**config.mk**
```make
export PLATFORM = sky130hd
export DESIGN_NAME = dmem_arbiter
export DESIGN_NICKNAME = d
export VERILOG_FILES = /design/src/rtl/dmem_arb_pkg.sv /design/src/rtl/dmem_arb_starve.sv /design/src/rtl/dmem_arbiter.sv
export SDC_FILE = /design/constraint.sdc
export NUM_CORES = 1
export LEC_CHECK = 0
export CORE_AREA = 2 2 119 121
export DETAILED_ROUTE_END_ITERATION = 7
export DIE_AREA = 0 0 121 123
export PLACE_DENSITY = 0.62
export SETUP_SLACK_MARGIN = 0.1
export SKIP_CTS_REPAIR_TIMING = 1
export SYNTH_ARGS = -nofsm -noshare
export SYNTH_HDL_FRONTEND = slang
export SYNTH_HIERARCHICAL = 1
export SYNTH_SLANG_ARGS = --single-unit
```
**constraint.sdc**
```tcl
create_clock -name CLK -period 5.05 [get_ports CLK]
set_input_delay 1.515 -clock CLK [delete_from_list [all_inputs] [get_ports CLK]]
set_output_delay 1.515 -clock CLK [all_outputs]
set_load 0.02 [all_outputs]
```
**src/rtl/dmem_arb_pkg.sv**
```systemverilog
// Shared types for the two-master data-memory arbiter.
package dmem_arb_pkg;

  typedef enum logic {
    M0 = 1'b0,
    M1 = 1'b1
  } master_id_t;

  localparam int STARVE_CNT_W = 4;

  typedef struct packed {
    logic        we;
    logic [3:0]  be;
    logic [29:0] addr;
    logic [31:0] wd;
  } mem_req_t;

endpackage

```
**src/rtl/dmem_arb_starve.sv**
```systemverilog
// Counts consecutive refused M1 request cycles and flags when M1 must win.
module dmem_arb_starve
  import dmem_arb_pkg::*;
#(
  parameter int STARVE_MAX = 4
) (
  input  logic CLK,
  input  logic RESET_N,
  input  logic i_m1Req,
  input  logic i_m1Gnt,
  output logic o_forceM1
);

  localparam logic [STARVE_CNT_W-1:0] MaxCnt = STARVE_CNT_W'(STARVE_MAX);

  logic [STARVE_CNT_W-1:0] r_starveCnt;

  // Clears whenever M1 stops asking or is served; saturates instead of wrapping.
  always_ff @(posedge CLK or negedge RESET_N) begin
    if (!RESET_N) begin
      r_starveCnt <= '0;
    end else if (!i_m1Req || i_m1Gnt) begin
      r_starveCnt <= '0;
    end else if (r_starveCnt != {STARVE_CNT_W{1'b1}}) begin
      r_starveCnt <= r_starveCnt + 1'b1;
    end
  end

  assign o_forceM1 = (r_starveCnt == MaxCnt);

endmodule

```
**src/rtl/dmem_arbiter.sv**
```systemverilog
// Fixed-priority (M0) arbiter onto one dmem port, with starvation relief for M1
// and registered tracking of which master owns the read returning next cycle.
module dmem_arbiter
  import dmem_arb_pkg::*;
#(
  parameter int STARVE_MAX = 4
) (
  input  logic        CLK,
  input  logic        RESET_N,

  input  logic        M0_REQ,
  input  logic        M0_WE,
  input  logic [3:0]  M0_BE,
  input  logic [29:0] M0_ADDR,
  input  logic [31:0] M0_WD,
  output logic        M0_GNT,
  output logic        M0_RVALID,
  output logic [31:0] M0_RD,

  input  logic        M1_REQ,
  input  logic        M1_WE,
  input  logic [3:0]  M1_BE,
  input  logic [29:0] M1_ADDR,
  input  logic [31:0] M1_WD,
  output logic        M1_GNT,
  output logic        M1_RVALID,
  output logic [31:0] M1_RD,

  output logic        MEM_WE,
  output logic [3:0]  MEM_BE,
  output logic [29:0] MEM_ADDR,
  output logic [31:0] MEM_WD,
  input  logic [31:0] MEM_RD
);

  mem_req_t   w_m0Req;
  mem_req_t   w_m1Req;
  mem_req_t   w_selReq;
  logic       w_forceM1;
  logic       w_gntM0;
  logic       w_gntM1;
  logic       w_anyGnt;
  logic       r_pendValid;
  master_id_t r_pendOwner;

  assign w_m0Req = '{we: M0_WE, be: M0_BE, addr: M0_ADDR, wd: M0_WD};
  assign w_m1Req = '{we: M1_WE, be: M1_BE, addr: M1_ADDR, wd: M1_WD};

  dmem_arb_starve #(
    .STARVE_MAX(STARVE_MAX)
  ) u_starve (
    .CLK       (CLK),
    .RESET_N   (RESET_N),
    .i_m1Req   (M1_REQ),
    .i_m1Gnt   (w_gntM1),
    .o_forceM1 (w_forceM1)
  );

  // Grants are gated by RESET_N so nothing reaches memory while held in reset.
  assign w_gntM1  = RESET_N & M1_REQ & (~M0_REQ | w_forceM1);
  assign w_gntM0  = RESET_N & M0_REQ & ~w_gntM1;
  assign w_anyGnt = w_gntM0 | w_gntM1;
  assign w_selReq = w_gntM1 ? w_m1Req : w_m0Req;

  assign M0_GNT   = w_gntM0;
  assign M1_GNT   = w_gntM1;
  assign MEM_WE   = w_selReq.we & w_anyGnt;
  assign MEM_BE   = RESET_N ? w_selReq.be : 4'b0000;
  assign MEM_ADDR = w_selReq.addr;
  assign MEM_WD   = w_selReq.wd;

  // Owner of the read whose data appears on MEM_RD in the following cycle.
  always_ff @(posedge CLK or negedge RESET_N) begin
    if (!RESET_N) begin
      r_pendValid <= 1'b0;
      r_pendOwner <= M0;
    end else begin
      r_pendValid <= w_anyGnt & ~w_selReq.we;
      if (w_anyGnt) begin
        r_pendOwner <= w_gntM1 ? M1 : M0;
      end
    end
  end

  assign M0_RVALID = r_pendValid & (r_pendOwner == M0);
  assign M1_RVALID = r_pendValid & (r_pendOwner == M1);
  assign M0_RD     = MEM_RD;
  assign M1_RD     = MEM_RD;

endmodule
```
==> results.py, run 1 <==
metrics = {
    "yosys": {
        "synth_top_family_by_area": "multiplexers",
        "synth.distinct_cells": 32,
        "synth_xor_area_share_pct": 0,
        "synth-simple-area-share_pct": 9.158,
        "synth_area_um2": 2022,
        "synthMuxAreaShare_pct": 47.77,
        "synth_edf_count": 0,
        "synthAdderAreaFrac_pct": 1.238,
        "yosysWarnings": 6,
        "synthCells": 190,
        "ys_ff_latch": 6,
        "synth_nets": 362,
        "ys_seq_area_share_pct": 7.426,
        "async_flop_share_pct": 100.0,
        "synth_compound_area_share_pct": 2.785,
        "synth_top_flop_cell": "dfrtp_1",
        "syn_avg_cell_area_um2": 10.64,
    },
    "global_route": {
        "grt_max_degree": 28,
        "grt_pass1_wl_mm": 10.36,
        "gr-total-overflow": 0,
        "antenna_found_initial": 0,
        "grt_pass1_vias": 1958,
        "grt_usage_pct": 8.963,
    },
    "die": {
        "start_util_pct": 14.85,
        "io_pins": 305,
        "die-area_um2": 14880,
        "fp.dieW_um": 121,
        "core.rowCount": 43,
        "core_area_um2": 13610,
        "die-height_um": 123,
    },
    "clocking": {
        "clk_pin_slew_ns": 0.03,
        "cts_root_buf": "clkbuf_16",
        "numCtsBuffers": 3,
        "cts-htree-levels": 1,
        "cts_tree": "yes",
        "clock_path_buffers": 2,
        "worstSkewPairLatency_ns": 0.23,
        "cts.sinks": 6,
    },
    "finish": {
        "diodes": 0,
        "layout-drive-gt1-share_pct": 24.56,
        "layout_common_cells": "157 x clkdlybuf4s50_1, 58 x mux2_4, 50 x dlymetal6s2s_1",
        "layout_commonest_cell": "clkdlybuf4s50_1",
        "final_nets": 512,
        "synthToLayoutAreaGrowth_pct": 98.64,
    },
    "setup_path": {
        "worstSetupPathType": "primary input to output pin",
        "r2r_setup_slack_ns": 3.13,
        "cpPeakStageDelay_ns": 0.55,
        "worst-r2r-cell-count": 8,
        "crit_top_cell": "clkdlybuf4s50_1",
        "r2r-end": "u_starve/r_starveCnt[2]$_DFFE_PN0P_",
        "start_kind": "primary input",
        "cp_max_fo": 7,
        "timing.rr.start": "u_starve/r_starveCnt[0]$_DFFE_PN0P_",
        "startpoint": "M0_REQ",
        "cp.required_ns": 3.54,
        "worstPathCellList": "clkdlybuf4s50_1 -> nand2b_4 -> and3_4 -> buf_4 -> mux2_4 -> clkdlybuf4s50_1",
        "critical_path_arrival_ns": 3.41,
        "slowest_stage": "clkdlybuf4s50_1",
        "end_kind": "output pin",
    },
    "timing": {
        "post-route-min-period_ns": 4.924,
        "fin_worst_skew_ns": 0.003423,
        "finalCritPeriodShare_pct": 97.51,
        "setup_viol": 0,
        "hold_viol": 0,
        "tns_ns": 0,
        "clock.fmax_mhz": 203.1,
        "hold_slack_ns": 0.5379,
        "max_slew_margin_pct": 82.30,
        "worst-slew-pin-transition_ns": 0.2650,
        "rsz0062_at_grt": "yes",
        "slew_violations": 0,
    },
    "power_and_ir_drop": {
        "cellPowerDensity_nw_per_um2": 131.7,
        "p_leak_uw": 0.002028,
        "max-vdd-ir-drop_v": 0.0001074,
    },
    "route": {
        "drc": 0,
        "drt_first_pass_iters": 3,
        "routed-via-count": 1913,
        "drtAntennaViolNets": 0,
        "wl_per_cell_um": 14.90,
        "wirelength_mm": 7.720,
        "vias_per_cell": 3.693,
        "drtIter0Drc": 9,
    },
    "place": {
        "gp_congestion": 0.7507,
        "io_buffers": 208,
        "dp_hpwl_mm": 6.490,
    },
    "run_status": {
        "status": "complete, no violations",
    },
    "hold_path": {
        "min-delay-start": "r_pendOwner$_DFFE_PN0P_",
        "whs_path_depth": 1,
        "min_path_type": "flip-flop to flip-flop",
        "hold_path_end": "r_pendOwner$_DFFE_PN0P_",
    },
    "job": {
        "max-cap-violations": 0,
    },
}
metal layers:
layer  global-route usage (%)  vias to the layer above  part of all wire (%)
met3                    5.028                        0                    15
met4                    1.090                        0                     0
li1                         -                      884                     -
met1                    9.040                      852                    33
met2                    16.57                      177                    52
met5                        0                        -                     0
logic make-up after synthesis:
kind of cell,Yosys count
simple gates,32
compound gates,7
flops,6
fa+ha+maj,2
buf+inv,76
mux,67
cells in the mapped netlist (2+ instances only):
cell type / count / share of area (%)
nand3b_1: 2 / 0.74
buf_12: 7 / 6.9
clkbuf_1: 2 / 0.37
buf_4: 64 / 24
mux2_2: 4 / 2.2
nand2b_1: 2 / 0.62
inv_1: 3 / 0.56
nand2_1: 13 / 2.4
mux2_4: 58 / 43
ha_1: 2 / 1.2
nor2b_1: 2 / 0.62
dfrtp_1: 6 / 7.4
mux2i_1: 5 / 2.5
nor2_1: 2 / 0.37
sequential cells by signal, indices dropped and copies added (netlist names):
signal,cells
u_starve/r_starveCnt,4
r_pendOwner,1
r_pendValid,1
critical path, delay by kind of cell:
family	cells	cell delay, ns
muxes	1	0.30
buffers and inverters	3	1.21
and+or+nand+nor	2	0.38
power breakdown:
group | switching (µW) | internal, µW | leakage (µW)
combinational | 123 | 222 | 0.00191
sequential | 4.12 | 52.1 | 0.0000785
clock | 26.2 | 102 | 0.0000370
worst max path at each step:
stage               slack (ns)            to
floorplan                 1.15  MEM_ADDR[22]
global placement          0.08    MEM_WD[13]
detailed placement        0.07    MEM_WD[14]
CTS                       0.07    MEM_WD[14]
global route              0.07  MEM_ADDR[20]
finish                    0.13  MEM_ADDR[20]
final cells by class:
| cell class | count | area [µm²] |
|---|---|---|
| fillers | 1422 | 9595 |
| clock buffers | 3 | 75.07 |
| well taps | 180 | 225.2 |
| multi-input cells | 108 | 1232 |
| flip-flops and latches | 6 | 150.1 |
| inverters | 3 | 11.26 |
| repair buffers | 218 | 2322 |
through the flow:
step | cell area (µm²) | instances | power (µW) | worst slack (ns) | utilization [%]
floorplan | 2022 | 190 | 285.0 | 1.147 | -
global placement | 3791 | 514 | 406.4 | 0.08249 | 27.85
detailed placement | 3791 | 514 | 409.0 | 0.07497 | 27.85
CTS | 3866 | 517 | 542.0 | 0.07145 | 28.40
global route | 4016 | 518 | 555.6 | 0.06661 | 29.51
finish | 4016 | 518 | 529.1 | 0.1257 | 29.51
Power figures use the tool's default switching activity.
==> inputs of run 2 (changes only) <==
--- a/config.mk
+++ b/config.mk
@@ -5,6 +5,7 @@
 export SDC_FILE = /design/constraint.sdc
 export NUM_CORES = 1
 export LEC_CHECK = 0
+export CAP_MARGIN = 10
 export CORE_AREA = 2 2 119 121
 export DETAILED_ROUTE_END_ITERATION = 7
 export DIE_AREA = 0 0 121 123
==> results of run 2 <==
Same layout as run 1: the final DEF is identical, and so are final timing and power.
==> inputs of run 3 (changes only) <==
--- a/config.mk
+++ b/config.mk
@@ -5,10 +5,11 @@
 export SDC_FILE = /design/constraint.sdc
 export NUM_CORES = 1
 export LEC_CHECK = 0
+export ABC_AREA = 1
 export CAP_MARGIN = 10
-export CORE_AREA = 2 2 119 121
+export CORE_AREA = 2 2 117 119
 export DETAILED_ROUTE_END_ITERATION = 7
-export DIE_AREA = 0 0 121 123
+export DIE_AREA = 0 0 119 121
 export PLACE_DENSITY = 0.62
 export SETUP_SLACK_MARGIN = 0.1
 export SKIP_CTS_REPAIR_TIMING = 1
==> run 3 against run 2 <==
Worst setup slack improved by 0.082 ns. Routed wire length fell by 3.3%. Largest cell class unchanged. Total power shrank 4.2%. Register-to-register slack improved by 0.03 ns. Count of clock-buffer cells in the layout unchanged.
==> results.py, run 3 <==
metrics = {
    "yosys": {
        "syn_avg_cell_area_um2": 5.093,
        "ys_ff_latch": 6,
        "synth_common_cells": "211 x nand2_1, 64 x buf_4, 14 x inv_1",
        "yosysWarnings": 6,
        "synth_nets": 512,
        "synthTopCellsByArea": "nand2_1 46%, buf_4 28%, dfrtp_1 8.7%",
        "synthMostInstantiatedCell": "nand2_1",
        "synthCells": 340,
        "async_flop_share_pct": 100.0,
        "synth_edf_count": 0,
        "ys_seq_area_share_pct": 8.671,
        "synth.top_cell.area_share_pct": 45.74,
        "synth_top_flop_cell": "dfrtp_1",
        "synth.distinct_cells": 17,
        "synth_top_cell_by_area": "nand2_1",
        "synth_area_um2": 1732,
    },
    "timing": {
        "post-route-min-period_ns": 4.842,
        "setup_viol": 0,
        "hold_viol": 0,
        "fin_ws_ns": 0.2079,
        "finalCritPeriodShare_pct": 95.88,
        "worst-slew-pin-transition_ns": 0.3231,
        "hold_slack_ns": 0.5029,
        "slew_violations": 0,
        "max_slew_margin_pct": 78.23,
        "clock.fmax_mhz": 206.5,
        "rsz0062_at_grt": "no",
        "tns_ns": 0,
        "fin_worst_skew_ns": 0.003001,
    },
    "finish": {
        "fillCellCount": 1454,
        "synthToLayoutAreaGrowth_pct": 110.2,
        "regMostFlops": "u_starve/r_starveCnt",
        "layout_common_cells": "211 x nand2_1, 204 x clkdlybuf4s50_1, 14 x inv_1",
        "largest_register_ffs": 4,
        "diodes": 0,
        "top_regs": "u_starve/r_starveCnt x4, r_pendOwner x1, r_pendValid x1",
        "layout_commonest_cell": "nand2_1",
        "final_nets": 652,
        "layout-drive-gt1-share_pct": 3.138,
    },
    "place": {
        "io_buffers": 208,
        "gp_congestion": 0.7139,
        "dp_hpwl_mm": 6.397,
        "pre_cts_ws_ns": 0.1992,
    },
    "setup_path": {
        "critical_path_arrival_ns": 3.33,
        "startpoint": "M1_REQ",
        "cp_max_fo": 33,
        "worstSetupPathType": "primary input to output pin",
        "start_kind": "primary input",
        "timing.rr.start": "u_starve/r_starveCnt[0]$_DFFE_PN0P_",
        "cp.required_ns": 3.54,
        "end_kind": "output pin",
    },
    "die": {
        "core_area_um2": 13090,
        "io_pins": 305,
        "die-area_um2": 14400,
        "die-height_um": 121,
        "start_util_pct": 13.23,
        "core.rowCount": 42,
        "fp.dieW_um": 119,
    },
    "global_route": {
        "gr-total-overflow": 0,
        "grt_usage_pct": 9.504,
        "grt_pass1_vias": 2269,
        "grt_pass1_wl_mm": 11.01,
        "grt_max_degree": 37,
        "antenna_found_initial": 0,
    },
    "route": {
        "wirelength_mm": 7.464,
        "drtAntennaViolNets": 0,
        "vias_per_cell": 3.628,
        "wl_per_cell_um": 11.41,
        "drt_first_pass_iters": 4,
        "drtIter0Drc": 68,
        "drc": 0,
        "routed-via-count": 2373,
    },
    "run_status": {
        "status": "complete, no violations",
    },
    "clocking": {
        "numCtsBuffers": 3,
        "clock_path_buffers": 2,
        "clk_pin_slew_ns": 0.03,
        "cts.sinks": 6,
        "worstSkewPairLatency_ns": 0.22,
        "cts_tree": "yes",
        "cts-htree-levels": 1,
        "cts_root_buf": "clkbuf_16",
    },
    "hold_path": {
        "min_path_type": "flip-flop to flip-flop",
        "min-delay-start": "r_pendOwner$_DFFE_PN0P_",
    },
    "job": {
        "max-cap-violations": 0,
    },
    "power_and_ir_drop": {
        "p_leak_uw": 0.001742,
        "total_power_uw": 507.1,
        "cellPowerDensity_nw_per_um2": 139.3,
        "max-vdd-ir-drop_v": 0.00006850,
    },
}
==> run 3: cell types whose count changed after synthesis, moves of 5 or more <==
cell | before | now
nor2_1 | 2 | 9
nand3_1 | 1 | 11
buf_2 | 0 | 5
mux2_4 | 58 | 0
inv_1 | 3 | 14
mux2i_1 | 5 | 0
nand2_1 | 13 | 211
buf_12 | 7 | 0
==> run 3: path summary, 6_finish.rpt <==
kind                       depth (start not counted)                             endpoint  slack (ns)
hold reg to reg                                    2              r_pendOwner$_DFFE_PN0P_        0.50
max in group asynchronous                          2                r_pendValid$_DFF_PN0_        3.26
min in group asynchronous                          2  u_starve/r_starveCnt[1]$_DFFE_PN0P_        1.63
hold / removal                                     2              r_pendOwner$_DFFE_PN0P_        0.50
setup / recovery                                   9                           MEM_WD[25]        0.21
setup reg to reg                                  14  u_starve/r_starveCnt[1]$_DFFE_PN0P_        3.16
==> run 3: worst max-delay path: stages <==
cell	delay (ns)
clkdlybuf4s50_1	0.49
nand2_1	0.07
inv_2	0.08
nand2_4	0.07
inv_2	0.11
buf_12	0.19
nand2_1	0.08
nand2_1	0.08
clkdlybuf4s50_1	0.61
==> run 3: stage by stage <==
step	instances	util (%)	cell area, µm²
final	654	27.82	3640
after floorplan	340	-	1732
after global placement	651	27.20	3560
after detailed placement	651	27.20	3560
after global routing	654	27.82	3640
after CTS	654	27.78	3635
==> run 3: power by group <==
group          switching, µW  internal [µW]  leakage (µW)  total (µW)
Clock                   24.3            101     0.0000370         126
Combinational            136            190       0.00163         326
Sequential              3.53           51.6     0.0000796        55.1
Total                    164            343       0.00174         507
==> run 3: logic make-up (layout without fill, tap and decap cells) <==
| kind of cell | count (synthesis) | count (layout) | synth area share (%) |
|---|---|---|---|
| fa+ha+maj | 2 | 2 | 1.445 |
| compound gates | 3 | 3 | 0.8668 |
| flops | 6 | 6 | 8.670 |
| buf+inv | 95 | 233 | 36.56 |
| simple gates | 234 | 234 | 52.46 |
==> run 3: cell type report <==
class	instances	area (µm²)	share of cell area, %
sequential	6	150.1	4.125
timing repair buffer	213	2182	59.95
tap	176	220.2	6.050
inverter	17	63.81	1.753
clock buffer	3	75.07	2.063
multi-input combinational	239	948.4	26.06
==> run 3: routing by layer <==
metal | track usage, % | part of all wire (%) | vias to the layer above
met5 | 0 | 0 | -
li1 | - | - | 1220
met2 | 15.88 | 46 | 163
met4 | 3.943 | 3.2 | 0
met1 | 10.94 | 39 | 959
met3 | 3.524 | 12 | 31
